===== src/rtl/seq_pattern_tx.sv =====
// Repeating serial pattern transmitter (Moore FSM, falling-edge state).
// Optional SEQ_TX_OVERLAP_EN: later repetitions skip OVL leading bits, no gaps.
module seq_pattern_tx #(
  parameter logic [15:0] PATTERN = 4'b1101,
  parameter int          PLEN    = 4,
  parameter int          GAP     = 1,
  parameter int          OVL     = 1
) (
  input  logic       clk,
  input  logic       reset,
  input  logic       start,
  input  logic [3:0] count,
  input  logic       abort,
  output logic       out,
  output logic       valid,
  output logic       busy,
  output logic       done
);

  localparam logic [1:0] IDLE  = 2'd0;
  localparam logic [1:0] SHIFT = 2'd1;
  localparam logic [1:0] GAPS  = 2'd2;
  localparam logic [1:0] DONE  = 2'd3;

  localparam logic [PLEN-1:0] PAT = PATTERN[PLEN-1:0];
  localparam logic [3:0] LAST  = 4'(PLEN - 1);
  localparam logic [2:0] GLAST = 3'(GAP - 1);
`ifdef SEQ_TX_OVERLAP_EN
  localparam logic [PLEN-1:0] OPAT = PAT << OVL;
  localparam logic [3:0] OLAST = 4'(PLEN - 1 - OVL);
`endif

  logic [1:0]      state;
  logic [PLEN-1:0] sr;
  logic [3:0]      bcnt;
  logic [3:0]      rep;
  logic [2:0]      gcnt;

  logic st_idle, st_shift, st_gap, st_done;
  logic go;

  assign st_idle  = (state == IDLE);
  assign st_shift = (state == SHIFT);
  assign st_gap   = (state == GAPS);
  assign st_done  = (state == DONE);
  assign go       = start & ~abort;

  assign out   = st_shift & sr[PLEN-1];
  assign valid = st_shift;
  assign busy  = st_shift | st_gap;
  assign done  = st_done;

  always_ff @(negedge clk) begin
    if (reset) begin
      state <= IDLE;
      sr    <= '0;
      bcnt  <= '0;
      rep   <= '0;
      gcnt  <= '0;
    end else begin
      unique case (1'b1)
        st_idle, st_done: begin
          if (go && count == 4'd0) begin
            state <= DONE;
          end else if (go) begin
            state <= SHIFT;
            sr    <= PAT;
            bcnt  <= LAST;
            rep   <= count;
          end else begin
            state <= IDLE;
          end
        end
        st_shift: begin
          if (abort) begin
            state <= IDLE;
            sr    <= '0;
            bcnt  <= '0;
            rep   <= '0;
          end else if (bcnt != 4'd0) begin
            sr   <= sr << 1;
            bcnt <= bcnt - 4'd1;
          end else if (rep == 4'd1) begin
            state <= DONE;
            sr    <= '0;
            rep   <= '0;
          end else begin
            rep <= rep - 4'd1;
`ifdef SEQ_TX_OVERLAP_EN
            sr   <= OPAT;
            bcnt <= OLAST;
`else
            if (GAP == 0) begin
              sr   <= PAT;
              bcnt <= LAST;
            end else begin
              state <= GAPS;
              sr    <= '0;
              gcnt  <= GLAST;
            end
`endif
          end
        end
        st_gap: begin
          if (abort) begin
            state <= IDLE;
            rep   <= '0;
            gcnt  <= '0;
          end else if (gcnt == 3'd0) begin
            state <= SHIFT;
            sr    <= PAT;
            bcnt  <= LAST;
          end else begin
            gcnt <= gcnt - 3'd1;
          end
        end
        default: state <= IDLE;
      endcase
    end
  end

endmodule


===== config.mk =====
export PLATFORM = sky130hd
export DESIGN_NAME = seq_pattern_tx
export DESIGN_NICKNAME = d
export VERILOG_FILES = /design/src/rtl/seq_pattern_tx.sv
export SDC_FILE = /design/constraint.sdc
export NUM_CORES = 1
export LEC_CHECK = 0
export CORE_ASPECT_RATIO = 1.2
export CORE_UTILIZATION = 59
export DETAILED_ROUTE_END_ITERATION = 8
export GPL_ROUTABILITY_DRIVEN = 0
export MAX_ROUTING_LAYER = met4
export PLACE_DENSITY_LB_ADDON = 0.3
export SYNTH_ARGS = -nofsm -noshare
export SYNTH_HDL_FRONTEND = slang
export SYNTH_SLANG_ARGS = --single-unit

===== constraint.sdc =====
create_clock -name clk -period 2.9 [get_ports clk]
set_input_delay 0.58 -clock clk [delete_from_list [all_inputs] [get_ports clk]]
set_output_delay 0.58 -clock clk [all_outputs]
set_load 0.02 [all_outputs]

Yosys cells after proc, flatten, opt, wreduce, memory -nomap -nowiden
Cells that the tools add are included.

Add/subtract/negate cells: 3. Multiply operators: 0. Divide/modulo/power cells: 0. Order comparisons: 0. Eq/ne operators: 16. Shift operators: 0. Mux-type cells: 35. Bitwise gates (word level): 4. Reduce and logical (&&, ||, !) cells: 13.

Operator list (number): 4-bit two-way mux (18); 4-bit one-hot mux with 3 select lines (3); 3-bit two-way mux (5); 5-bit AND reduction (3); 2-bit != test, second input constant (7); 2-bit two-way mux (5); 4-bit by 1-bit subtractor with 4-bit output, second input constant (2); 3-bit by 2-bit != test with 1-bit output, second input constant (2); 3-bit != test, second input constant (2); 2-bit one-hot mux with 3 select lines (1); 3-bit one-hot mux with 2 select lines (1); 6-bit AND reduction (1); 2-bit equality test, second input constant (2); 4-bit by 1-bit equality test with 1-bit output, second input constant (1); 4-bit logical NOT (1); 4-bit nonzero test (1); 3-bit logical NOT (1); 3-bit nonzero test (1); 3-bit by 1-bit subtractor with 3-bit output, second input constant (1); 1-bit bitwise AND (2); 2-bit by 1-bit equality test with 1-bit output, second input constant (1); 2-bit logical NOT (1); 1-bit two-way mux (2); 2-bit by 1-bit != test with 1-bit output, second input constant (1); other kinds (6) (6).

Bits in registers: 17. Bits in latches: 0. Bits in writable memories: 0. Bits in read-only memories: 0. Input bits: 8. Output and inout port bits: 4. Logic and storage cells: 76. Memories: 0.

Depth between registers and ports, before layout
Word-level depth: 5. Depth in mapped cells: 7. Gate-level depth less buffers: 6.

==> results.toml <==
[status]
outcome = "finished with violations"
violations = "setup timing"

[sta]
fin_worst_skew_ps = 30.93
rsz0062_at_grt = "true"
drv_slew = 0
finalHoldViolations = 0
slew_headroom = 0.6541
setup_tns_ps = -1378
finalSetupViolations = 5
worst_pin_slew_ps = 516.6
setup_ws_ps = -393.0

[floorplanning]
core_area_sq_mm = 0.001829
dieArea_sq_mm = 0.002126
io_pins = 12
die_w_um = 42.26
fp-row-count = 17
die_y_um = 50.31
start_util = 0.6272

[placement]
place_hpwl_um = 2309
port_buffers = 11

[worst_setup_path]
crit_fanout = 3
worst-setup-path-type = "reg -> out"
crit_arrival_ps = 2710
path_cells = "inv_2 -> ha_4 -> and2_4 -> buf_6"
startpoint_type = "flip-flop"
crit_required_ps = 2320
crit_slowest_cell = "dfxtp_4"
max_stage_delay_ps = 380
cp-end-kind = "output pin"

[route]
drtAntennaViolNets = 0
drt_wl_total_um = 4290
vias = 1436
wl_per_cell_um = 20.63
first_pass_iters = 5
viasPerCell = 6.904
drt_iter0_drc = 100
drc = 0

[clock_tree]
clkTransAtPathRegs_ps = 70
htreeDepth = 1
clockBufferDepth = 2
clock_latency_ps = 400
cts_tree = "yes"
cts_sinks = 17
cts_inserted_buffers = 3
clockRootBuffer = "clkbuf_4"

[min_path]
hold_class = "reg -> reg"

[pwr]
combPwrFrac = 0.244
p_sw_frac = 0.3546
pwr-share-seq = 0.338
p_total_mw = 0.7798
powerDensity_mw_per_mm2 = 466.5
p_leak_nw = 0.7395
p_int_mw = 0.5033
vdd_ir_drop_max_v = 0.0006299
clockPowerShare = 0.418
p_switching_mw = 0.2765

[cells_and_area]
drive_above_1_share = 0.3651
fill_cells = 76
seq_area_sq_um = 347.8
synthToLayoutAreaGrowth_pct = 45.69
layout.nets = 207
multi_input_area_sq_um = 842.1
num_antenna_cells = 0

[logic_synthesis]
synth-simple-area-share = 0.2366
synth.area.top_cells = "dfxtp_1 30%, ha_1 9.8%, a21oi_1 4.4%, inv_1 3.9%, a311oi_1 3.8%"
ys_ff_latch = 17
synth-seq-area-share = 0.2966
ys.flop_type = "dfxtp_1"
synth_top_family_by_area = "compound AO/OA/AOI/OAI gates"
muxShareOfSynthArea = 0
synth_area_sq_mm = 0.001147
synth-adder-area-share = 0.09815
synth-compound-area-share = 0.2999
synthArstFlopShare = 0
synth-xor-area-share = 0
yosys.area.top_type_share = 0.2966
syn_inst = 138
synth_top_cell_by_area = "dfxtp_1"
syn_nets = 155
syn_area_per_cell_sq_um = 8.314
ys_warn_count = 0
synth_edf_count = 0
synth.distinct_cells = 41

[grt]
track_usage = 0.4322
grt_pass1_vias = 1491
antenna_found_initial = 0
grt.overflow.total = 0
grt_max_degree = 15
grt_pass1_wl_um = 6679

[run]
cap_violations = 0
## sequential cells by signal, indices dropped and copies added, names as in the netlist
signal and cells:
bcnt 4, gcnt 3, rep 4, sr 4
state 2
## layout by cell type, fill, tap and decap left out, drive strengths merged, types with 6 or more instances in the layout
master	count
o21ai	7
ha	9
dfxtp	17
buf	33
clkbuf	6
a21oi	11
nand2	6
nor2	11
inv	28
## critical path: cells and delay by family (launching register included)
family | cells | cell delay (ps)
adder cells (fa/ha/maj) | 1 | 170
flip-flops | 1 | 380
buffers and inverters | 2 | 170
AND/OR/NAND/NOR | 1 | 140
## logic make-up (layout without fill, tap and decap cells)
family / after synthesis / in the layout
DFF: 17 / 17
adders and majority gates: 9 / 9
AOI/OAI and AO/OA: 46 / 46
buffers and inverters: 19 / 70
and+or+nand+nor: 47 / 47
## cell usage after synthesis, types with 2 or more instances
cell	n
nand2_1	6
o21ai_0	4
nand4_1	2
inv_1	12
o21ai_1	3
o41ai_1	2
or4_1	3
dfxtp_1	17
a32o_1	2
nor3b_2	2
o31ai_1	2
ha_1	9
a31oi_1	3
nor2_1	11
clkbuf_1	2
a31o_2	2
o21a_1	5
a311oi_1	5
buf_2	3
a21oi_1	10
nand2b_1	5
nor3_1	5
nor2b_1	2
nand3_1	3
nor4_1	2
## path summary, 6_finish.rpt
path	from	end	slack, ps	depth (start not counted)
max reg2reg	bcnt[0]	rep[2]	920	7
max	state[1]	out	-390	4
min reg2reg	sr[1]	sr[2]	500	2
min	sr[1]	sr[2]	500	2
## metrics by stage
stage                     hold slack (ps)  worst slack (ps)    util  std cells  instance area (sq um)
after CTS                           494.3            -344.6  0.9063        208                   1658
after global routing                523.7            -392.7  0.9138        208                   1672
final                               501.0            -393.0  0.9138        208                   1672
after detailed placement            486.7            -818.5  0.8112        186                   1484
after global placement              473.1            -727.9  0.8112        186                   1484
after floorplan                     454.1            -167.2       -        138                   1222
## power groups by stage
stage / Sequential [mW] / Combinational [mW] / Clock, mW
4_1_cts: 0.261 / 0.169 / 0.323
3_5_place_dp: 0.265 / 0.158 / 0.0380
2_1_floorplan: 0.262 / 0.106 / 0.0380
6_report: 0.264 / 0.190 / 0.326
3_3_place_gp: 0.264 / 0.151 / 0.0380
5_1_grt: 0.264 / 0.200 / 0.352
## metal layers
layer	up-vias	wire length, um	global-route usage
met2	129	2058	0.7179
met5	-	0	-
met4	0	299	0.3125
met3	39	450	0.1043
li1	621	-	-
met1	647	1482	0.4382
## final cells by class
class / instances / share of cell area
clock buffer: 3 / 0.01347
clock inverter: 18 / 0.05614
inverter: 11 / 0.02620
multi-input combinational: 102 / 0.5037
sequential: 17 / 0.2081
tap: 19 / 0.01422
timing repair buffer: 38 / 0.1781
## what timing repair did
item                       CTS  global route
setup buffers                1             0
hold buffers                 0             0
cloned                       1             0
gates resized for setup     49            15
setup endpoints to repair   21            12
pin swaps                    5             5
Note: power is estimated with default switching activity, not from simulation.
